===== config.mk =====
export PLATFORM = sky130hd
export DESIGN_NAME = zc_normalizer
export DESIGN_NICKNAME = d
export VERILOG_FILES = /design/src/rtl/zc_normalizer.sv
export SDC_FILE = /design/constraint.sdc
export NUM_CORES = 1
export LEC_CHECK = 0
export CORE_MARGIN = 3
export CORE_UTILIZATION = 30
export CTS_CLUSTER_SIZE = 25
export DETAILED_ROUTE_END_ITERATION = 8
export PLACE_DENSITY = 0.59
export SYNTH_ARGS = -nofsm -noshare
export SYNTH_HDL_FRONTEND = slang
export SYNTH_SLANG_ARGS = --single-unit

===== constraint.sdc =====
create_clock -name clk -period 2.2 [get_ports clk]
set_clock_uncertainty 0.2 [all_clocks]
set_input_delay 0.44 -clock clk [delete_from_list [all_inputs] [get_ports clk]]
set_output_delay 0.44 -clock clk [all_outputs]
set_load 0.01 [all_outputs]

===== src/rtl/zc_normalizer.sv =====
// Two-stage normalizer behind the zero counter: shifts out the counted zeros toward MSB or LSB.
// Optional count/data consistency checker is built when ZC_NORM_CHECK_EN is defined.
module zc_normalizer #(
    parameter int WIDTH = 32,
    parameter int CW    = 6
) (
    input  logic             clk,
    input  logic             rst_n,
    input  logic             in_valid,
    output logic             in_ready,
    input  logic [WIDTH-1:0] in_data,
    input  logic [CW-1:0]    in_count,
    input  logic             in_dir,
    output logic             out_valid,
    input  logic             out_ready,
    output logic [WIDTH-1:0] out_data,
    output logic [CW-1:0]    out_shift,
    output logic             out_zero,
    output logic             out_err
);

    localparam logic [CW-1:0] WIDTH_C = CW'(WIDTH);

`ifdef ZC_NORM_CHECK_EN
    // Counts zeros from the MSB (dir=1) or LSB (dir=0); all-zero data yields WIDTH.
    function automatic logic [CW-1:0] count_zeros(input logic [WIDTH-1:0] d, input logic dir);
        logic [CW-1:0] n;
        logic          found;
        n     = '0;
        found = 1'b0;
        for (int i = 0; i < WIDTH; i++) begin
            if (!found) begin
                if (dir ? d[WIDTH-1-i] : d[i]) found = 1'b1;
                else                           n = n + 1'b1;
            end
        end
        return n;
    endfunction
`endif

    logic             s1_valid_q, s1_valid_d;
    logic [WIDTH-1:0] s1_data_q, s1_data_d;
    logic             s1_dir_q, s1_dir_d;
    logic [CW-1:0]    s1_sat_q, s1_sat_d;

    logic             out_valid_q, out_valid_d;
    logic [WIDTH-1:0] out_data_q, out_data_d;
    logic [CW-1:0]    out_shift_q, out_shift_d;
    logic             out_zero_q, out_zero_d;
    logic             out_err_q, out_err_d;

    logic             s2_load;
    logic             in_ready_c;
    logic             in_fire;
    logic [CW-1:0]    in_sat;
    logic [WIDTH-1:0] shifted;
    logic             s1_err;

    // Stall control is purely combinational from out_ready; there is no skid buffer.
    always_comb begin
        s2_load    = !out_valid_q || out_ready;
        in_ready_c = !s1_valid_q || s2_load;
        in_fire    = in_valid && in_ready_c;
        in_sat     = (in_count >= WIDTH_C) ? WIDTH_C : in_count;
    end

    always_comb begin
        s1_valid_d = s1_valid_q;
        s1_data_d  = s1_data_q;
        s1_dir_d   = s1_dir_q;
        s1_sat_d   = s1_sat_q;
        if (in_ready_c) s1_valid_d = in_valid;
        if (in_fire) begin
            s1_data_d = in_data;
            s1_dir_d  = in_dir;
            s1_sat_d  = in_sat;
        end
    end

    always_comb begin
        shifted = '0;
        if (s1_sat_q != WIDTH_C) begin
            shifted = s1_dir_q ? (s1_data_q << s1_sat_q) : (s1_data_q >> s1_sat_q);
        end
`ifdef ZC_NORM_CHECK_EN
        s1_err = (count_zeros(s1_data_q, s1_dir_q) != s1_sat_q);
`else
        s1_err = 1'b0;
`endif
    end

    always_comb begin
        out_valid_d = out_valid_q;
        out_data_d  = out_data_q;
        out_shift_d = out_shift_q;
        out_zero_d  = out_zero_q;
        out_err_d   = out_err_q;
        if (s2_load) begin
            out_valid_d = s1_valid_q;
            if (s1_valid_q) begin
                out_data_d  = shifted;
                out_shift_d = s1_sat_q;
                out_zero_d  = (s1_sat_q == WIDTH_C);
                out_err_d   = s1_err;
            end
        end
    end

    always_ff @(posedge clk or negedge rst_n) begin
        if (!rst_n) begin
            s1_valid_q  <= 1'b0;
            s1_data_q   <= '0;
            s1_dir_q    <= 1'b0;
            s1_sat_q    <= '0;
            out_valid_q <= 1'b0;
            out_data_q  <= '0;
            out_shift_q <= '0;
            out_zero_q  <= 1'b0;
            out_err_q   <= 1'b0;
        end else begin
            s1_valid_q  <= s1_valid_d;
            s1_data_q   <= s1_data_d;
            s1_dir_q    <= s1_dir_d;
            s1_sat_q    <= s1_sat_d;
            out_valid_q <= out_valid_d;
            out_data_q  <= out_data_d;
            out_shift_q <= out_shift_d;
            out_zero_q  <= out_zero_d;
            out_err_q   <= out_err_d;
        end
    end

    assign in_ready  = in_ready_c;
    assign out_valid = out_valid_q;
    assign out_data  = out_data_q;
    assign out_shift = out_shift_q;
    assign out_zero  = out_zero_q;
    assign out_err   = out_err_q;

endmodule


# Word level (Yosys, flattened, before mapping)
# Index checks and enable logic that the tools add are counted.
word_totals:
  regBits: 80
  out_inout_bits: 42
  in_bits: 43
op_classes:
  magnitude_cmp: 1
  shift: 2
  n_eq_ne: 2
  reduce_logical: 6
  n_mux: 3
ops:
  columns: ["operator", "n"]
  rows:
  - ["2-to-1 mux 32 bit", 2]
  - ["<< shifter 32 x 6 -> 32 bit", 1]
  - [">> shifter 32 x 6 -> 32 bit", 1]
  - ["equality test 6 bit, second input constant", 1]
  - ["greater-or-equal comparator 6 bit, second input constant", 1]
  - ["2-to-1 mux 6 bit", 1]
  - ["inequality test 6 bit, second input constant", 1]
  - ["logical NOT 1 bit", 2]
  - ["logical OR 1 bit", 2]
  - ["AND reduction 2 bit", 1]
  - ["logical AND 1 bit", 1]

# Depth between registers and ports, before layout
# Gate-level depths: netlist of the first run.
logic_depth:
  depth_word: 4
  ltp_mapped: 9
  depth_no_buf: 5

# Worst setup path after synthesis of the first run
# Ideal clock, no wire load.
synth_path:
  kind: "flip-flop to flip-flop"
  startpoint: "reg s1_sat_q[0]"
  endpoint: "reg out_data_q[8] (netlist: out_data[8])"
  setup_time_ns: 0.126
  stages_incl_launch_ff: 5
  required_ns: 1.874
  path_slack_ns: -0.101
  arrival_ns: 1.975
  period_less_slack_ns: 2.301
  path_cell_list: "dfrtp_1 buf_2 mux4_1 mux4_2 a221o_1"
synth_between:
  elab_chain_len: 3
  word_cells_on_any_way: 5
synth_lines:
  columns: ["item", "line_no", "text"]
  rows:
  - ["from (decl)", "44", "logic [CW-1:0] s1_sat_q, s1_sat_d;"]
  - ["from (signal assigned)", "124", "s1_sat_q <= s1_sat_d;"]
  - [">> shifter 32 x 6 -> 32 bit / << shifter 32 x 6 -> 32 bit (equally long branches)", "83", "shifted = s1_dir_q ? (s1_data_q << s1_sat_q) : (s1_data_q >> s1_sat_q);"]
  - ["2-to-1 mux 32 bit", "83", null]
  - ["2-to-1 mux 32 bit (*)", "82", "if (s1_sat_q != WIDTH_C) begin"]
  - ["to (signal assigned)", "126", "out_data_q <= out_data_d;"]
  - ["to (decl)", "47", "logic [WIDTH-1:0] out_data_q, out_data_d;"]
# Mark *: on every way between the ends. The rest lies on a longest branch, timed or not.
# A chain may end at the register's enable or synchronous reset.

# Worst setup path in the final report of the first run
layout_path:
  startpoint: "reg s1_sat_q[0]"
  endpoint: "reg out_data_q[30] (netlist: out_data[30])"
# The elaborated chain is that of the path after synthesis.

==> results of run 1 <==
[sequential cells by signal, summed over array words and instances (netlist names)]
| signal | cells |
|---|---|
| s1_data_q | 32 |
| out_zero | 1 |
| out_shift | 6 |
| out_valid | 1 |
| s1_valid_q | 1 |
| out_data | 32 |
| s1_sat_q | 6 |
| s1_dir_q | 1 |
[area by class of cell]
class | instances | area, um^2
Clock buffer | 9 | 225
Multi-Input combinational cell | 532 | 4810
Timing Repair Buffer | 295 | 2730
Fill cell | 2179 | 12500
Clock inverter | 7 | 78.8
Inverter | 8 | 30.0
Sequential cell | 80 | 2010
Tap cell | 313 | 392
[cell families (layout without fill, tap and decap cells)]
group,count (synthesis),in the layout
buffers and inverters,81,319
flip-flops,80,80
other,1,1
AND/OR/NAND/NOR,212,212
multiplexers,153,153
AO/OA/AOI/OAI,166,166
[worst register-to-register path, stage by stage (launching register included)]
cell	delay, ns
dfrtp_4	0.52
buf_12	0.17
buf_12	0.13
mux4_2	0.46
mux4_2	0.54
a2111oi_4	0.20
a311oi_1	0.08
[repair_timing]
item	4_1_cts	5_1_grt
hold endpoints to repair	14	0
hold buffers	1	0
setup buffers	18	7
resized for setup	58	64
pin swaps	10	18
cloned	0	1
endpoints found under the setup margin	33	32
[layout by cell type (no fill, tap or decap), types with 6 or more instances in the layout]
cell               n
o21ai_1           12
mux2_4            10
clkdlybuf4s50_1   81
buf_6             11
a21oi_2            7
buf_4            178
a221oi_2           7
nor2_1            62
clkbuf_16         10
nand2b_1          10
a21oi_1           22
mux4_1             6
mux4_2            57
nor2b_1            6
nand3_1           13
dfrtp_1           77
o21ai_0           27
mux2_2            45
nand2_1           76
a22oi_1           12
nor3_1             8
o211ai_1           9
mux2i_1           30
buf_12            17
inv_1              6
[path summary, 6_finish.rpt]
kind                             startpoint  cells past startpoint      endpoint
worst max register to register  s1_sat_q[0]                      6  out_data[30]
min in group asynchronous             rst_n                      2  out_shift[2]
worst min register to register     out_zero                      2      out_zero
worst max-delay path            s1_sat_q[0]                      6  out_data[30]
max in group asynchronous             rst_n                      3   s1_sat_q[0]
worst min-delay path               out_zero                      2      out_zero
[layer usage]
layer	GRT usage, %	wire, um	vias to the layer above
li1	-	-	3150
met3	6.10	2560	82
met4	7.80	1060	4
met5	0	32	-
met1	29.3	11900	3523
met2	34.3	12800	391
[power groups by stage]
stage	sequential (mW)	combinational (mW)	clock, mW
global placement	2.22	4.12	0
CTS	2.18	4.42	1.62
finish	2.19	4.68	1.58
global route	2.22	4.93	1.70
detailed placement	2.23	4.13	0
floorplan	2.09	2.13	0
[per-stage QoR]
| step | TNS (ns) | utilization, % | setup slack, ns | area [um^2] |
|---|---|---|---|---|
| after floorplan | -0.110 | - | -0.0518 | 7020 |
| after global placement | -8.73 | 41.2 | -0.373 | 9400 |
| after detailed placement | -9.22 | 41.2 | -0.386 | 9400 |
| after CTS | -3.56 | 44.1 | -0.206 | 10000 |
| after global routing | -4.70 | 45.1 | -0.276 | 10300 |
| final | -3.10 | 45.1 | -0.227 | 10300 |
==> flow_summary.yaml, run 1 <==
final_layout:
  diodes: 0
  area_growth_syn_to_layout_pct: 46.6
  nNetsFinal: 969
  fin_cells: 1244
  drive_gt1_share_pct: 43.1
global_routing:
  antenna_found_initial: 2
  track_usage_pct: 22.0
  grt_max_degree: 43
  grt_pass1_wl_um: 43100
  grt_pass1_vias: 6961
  grt.overflow.total: 0
route:
  routed_wl_um: 28300
  drt_iter0_markers: 818
  drc: 0
  post_drt_wl_per_cell_um: 22.8
  vias: 7150
  viasPerCell: 5.75
  ant_nets: 0
  first_pass_iters: 5
flow_run:
  maxCapViolCount: 0
placed_design:
  hpwlAfterDp_um: 21900
  dp_cells: 1201
  routabilityCongestion: 0.979
  io_buffer_count: 83
sta:
  post-route-period-util_pct: 110
  fin_ws_ns: -0.227
  period_minus_slack_ns: 2.43
  slew_violations: 0
  rsz0062_at_grt: "true"
  setup_viol: 27
  clock.fmax_ghz: 0.412
  finalHoldViolations: 0
  timing.hold.ws_ns: 0.280
synth:
  synth_area_leaders: "dfrtp_1, mux4_2, mux2_2"
  synth-xor-area-share_pct: 0
  synthMuxAreaShare_pct: 35.2
  yosys_warnings: 0
  synth_edf_count: 0
  netlist_top_cells_count: "dfrtp_1, nand2_1, nor2_1"
  synthAdderAreaFrac_pct: 0
  synthSimpleGateAreaFrac_pct: 13.4
  ys_ff_latch: 80
  synth_fp_nets: 736
  avgSynthCellArea_um2: 10.1
  syn_area_mm2: 0.00701
  synth_compound_area_share_pct: 16.5
  synth_top_area_share_pct: 28.5
  synth-seq-area-share_pct: 28.5
  synth_top_family_by_area: "multiplexers"
  synthFlopType: "dfrtp_1"
  synthArstFlopShare_pct: 100
  ys_types: 66
  postSynthCellCount: 693
  yosys.area.top_type: "dfrtp_1"
floorplan:
  die_x_um: 159
  io_pins: 85
  fp.dieH_um: 159
  num_rows: 55
  coreArea_mm2: 0.0228
  start_util_pct: 30.8
  die_area_mm2: 0.0252
outcome:
  violations: "setup timing"
  status: "finished with violations"
power_and_ir_drop:
  switching_power_mw: 3.29
  pwr-share-clk_pct: 18.7
  ir_drop_mv: 0.407
  power_frac_seq_pct: 25.9
  p_leak_nw: 4.18
  power_mw: 8.46
  p_int_mw: 5.16
  swShare_pct: 38.9
  power_frac_comb_pct: 55.4
  power.density_mw_per_mm2: 823
clock_network:
  clk_path_buf_depth: 2
  clkTransAtPathRegs_ns: 0.07
  cts-htree-levels: 3
  cts.sinks: 80
  clk_latency_ns: 0.35
  clockRootBuffer: "clkbuf_16"
  cts_buffers: 9
  cts_tree: "built"
setup_path:
  r2r_slack_ns: -0.23
  cp_num_buf_inv: 2
  critPathLaunchType: "flop"
  end_kind: "flop"
  arrival_ns: 2.45
  crit_required_ns: 2.22
  crit_family: "multiplexers"
  setup.worst_path.class: "flop to flop"
  cp_slowest_stage_delay_ns: 0.54
  path_cells: "buf_12 > buf_12 > mux4_2 > mux4_2 > a2111oi_4 > a311oi_1"
  path_max_fanout: 9
  critPathSlowestCell: "mux4_2"
min_path:
  hold_path_class: "flop to flop"
(Power assumes the default switching activity.)
==> run 2, diff against run 1 <==
- PLACE_DENSITY: 0.59 -> 0.55
==> run 2 against run 1 <==
Effect of this change: the flow still finishes with violations (setup timing); flip-flop and latch count did not move; first-iteration DRC count rose by 7.0%; sequential share of layout area fell by 0.20 points.
==> flow_summary.yaml, run 2 (synthesized netlist as in run 1, its figures left out) <==
outcome:
  status: "finished with violations"
  violations: "setup timing"
power_and_ir_drop:
  ir_drop_mv: 0.371
  power_mw: 8.58
  power.density_mw_per_mm2: 827
  p_leak_nw: 4.26
clock_network:
  cts.sinks: 80
  clkTransAtPathRegs_ns: 0.06
  clockRootBuffer: "clkbuf_16"
  cts-htree-levels: 3
  cts_buffers: 9
  cts_tree: "built"
  clk_latency_ns: 0.36
  clk_path_buf_depth: 2
global_routing:
  grt_pass1_wl_um: 43000
  grt_max_degree: 40
  track_usage_pct: 21.8
  grt_pass1_vias: 6957
  grt.overflow.total: 0
  antenna_found_initial: 0
route:
  viasPerCell: 5.66
  vias: 7097
  routed_wl_um: 28200
  ant_nets: 0
  post_drt_wl_per_cell_um: 22.5
  drt_iter0_markers: 875
  drc: 0
  first_pass_iters: 5
sta:
  fin_ws_ns: -0.310
  period_minus_slack_ns: 2.51
  relSlewSlack_pct: 63.3
  clock.fmax_ghz: 0.398
  rsz0062_at_grt: "true"
  setup_viol: 32
  finalHoldViolations: 0
  slew_violations: 0
  post-route-period-util_pct: 114
  tightest_slew_ns: 0.551
final_layout:
  diodes: 0
  utilization_pct: 45.6
  area_growth_syn_to_layout_pct: 48.1
  drive_gt1_share_pct: 44.1
  nNetsFinal: 979
  final_common_cell: "buf_4"
  final_cell_mix: "buf_4, clkdlybuf4s50_1, nand2_1, dfrtp_1, nor2_1"
floorplan:
  die_x_um: 159
  start_util_pct: 30.8
  num_rows: 55
  coreArea_mm2: 0.0228
  fp.dieH_um: 159
  die_area_mm2: 0.0252
  io_pins: 85
placed_design:
  io_buffer_count: 83
  routabilityCongestion: 0.988
  hpwlAfterDp_um: 21300
setup_path:
  setup.worst_path.class: "flop to flop"
  critPathLaunchType: "flop"
  path_cells: "buf_4 > buf_16 > mux4_2 > mux4_2 > and2_4 > o22a_1"
  arrival_ns: 2.56
  path_max_fanout: 7
  crit_top_cell: "mux4_2"
  critPathSlowestCell: "mux4_2"
  cp_num_buf_inv: 2
  r2r_slack_ns: -0.31
  crit_family: "multiplexers"
  end_kind: "flop"
  cp_slowest_stage_delay_ns: 0.52
  crit_required_ns: 2.25
min_path:
  hold_path_class: "flop to flop"
flow_run:
  maxCapViolCount: 0
-- run 2: cell types whose count changed in the layout (fill, tap and decap cells not counted), sizes merged --
cell and change:
inv -3, clkinvlp -2, bufinv +1, clkinv +3
buf +11
-- run 2: per-layer routing --
metal	share of wire [%]	global-route usage, %	wire, um
met1	43	30.4	12200
met2	45	32.9	12800
met5	0	0	0
met3	7.9	5.06	2220
met4	3.1	8.44	886
-- run 2: worst reg2reg max path: stages, from the launching register on --
cell and delay, ns:
dfrtp_4 0.51, buf_4 0.17, buf_16 0.14, mux4_2 0.51
mux4_2 0.52, and2_4 0.17, o22a_1 0.19
-- run 2: power breakdown --
| part | leakage, nW | total [mW] | switching (mW) | internal, mW |
|---|---|---|---|---|
| Combinational | 3.11 | 4.72 | 2.18 | 2.54 |
| Clock | 0.158 | 1.67 | 0.650 | 1.02 |
| Sequential | 0.992 | 2.20 | 0.422 | 1.77 |
-- run 2: area by class of cell --
class / count / area (um^2)
well taps: 313 / 392
clock inverters: 6 / 82.6
inverters: 8 / 30.0
fillers: 2135 / 12400
flip-flops and latches: 80 / 2010
multi-input cells: 532 / 4860
repair buffers: 305 / 2780
clock buffers: 10 / 239
-- run 2: worst paths after layout --
check | startpoint | endpoint | depth (start not counted)
max reg2reg | s1_sat_q[0] | out_data[15] | 6
min reg2reg | out_zero | out_zero | 2
max in group asynchronous | rst_n | s1_data_q[25] | 3
max | s1_sat_q[0] | out_data[15] | 6
min in group asynchronous | rst_n | out_shift[3] | 2
min | out_zero | out_zero | 2
-- run 2: what timing repair did --
item / in CTS / in global routing
buffers inserted: 19 / 19
setup endpoints to repair: 33 / 32
hold endpoints to repair: 37 / 0
pin swaps: 16 / 36
gates cloned: 1 / 0
gates resized for setup: 86 / 53
hold buffers: 1 / 0
-- run 2: metrics by stage --
step                      setup slack [ns]  cells  hold slack, ns  cell area (um^2)  setup TNS [ns]
after floorplan                    -0.0518    693         -0.0556              7020          -0.110
after global placement              -0.325   1199           0.252              9330           -7.41
after detailed placement            -0.354   1199           0.253              9330           -8.02
after CTS                           -0.242   1236           0.286             10100           -4.62
after global routing                -0.346   1254           0.300             10400           -7.36
final                               -0.310   1254           0.279             10400           -5.54
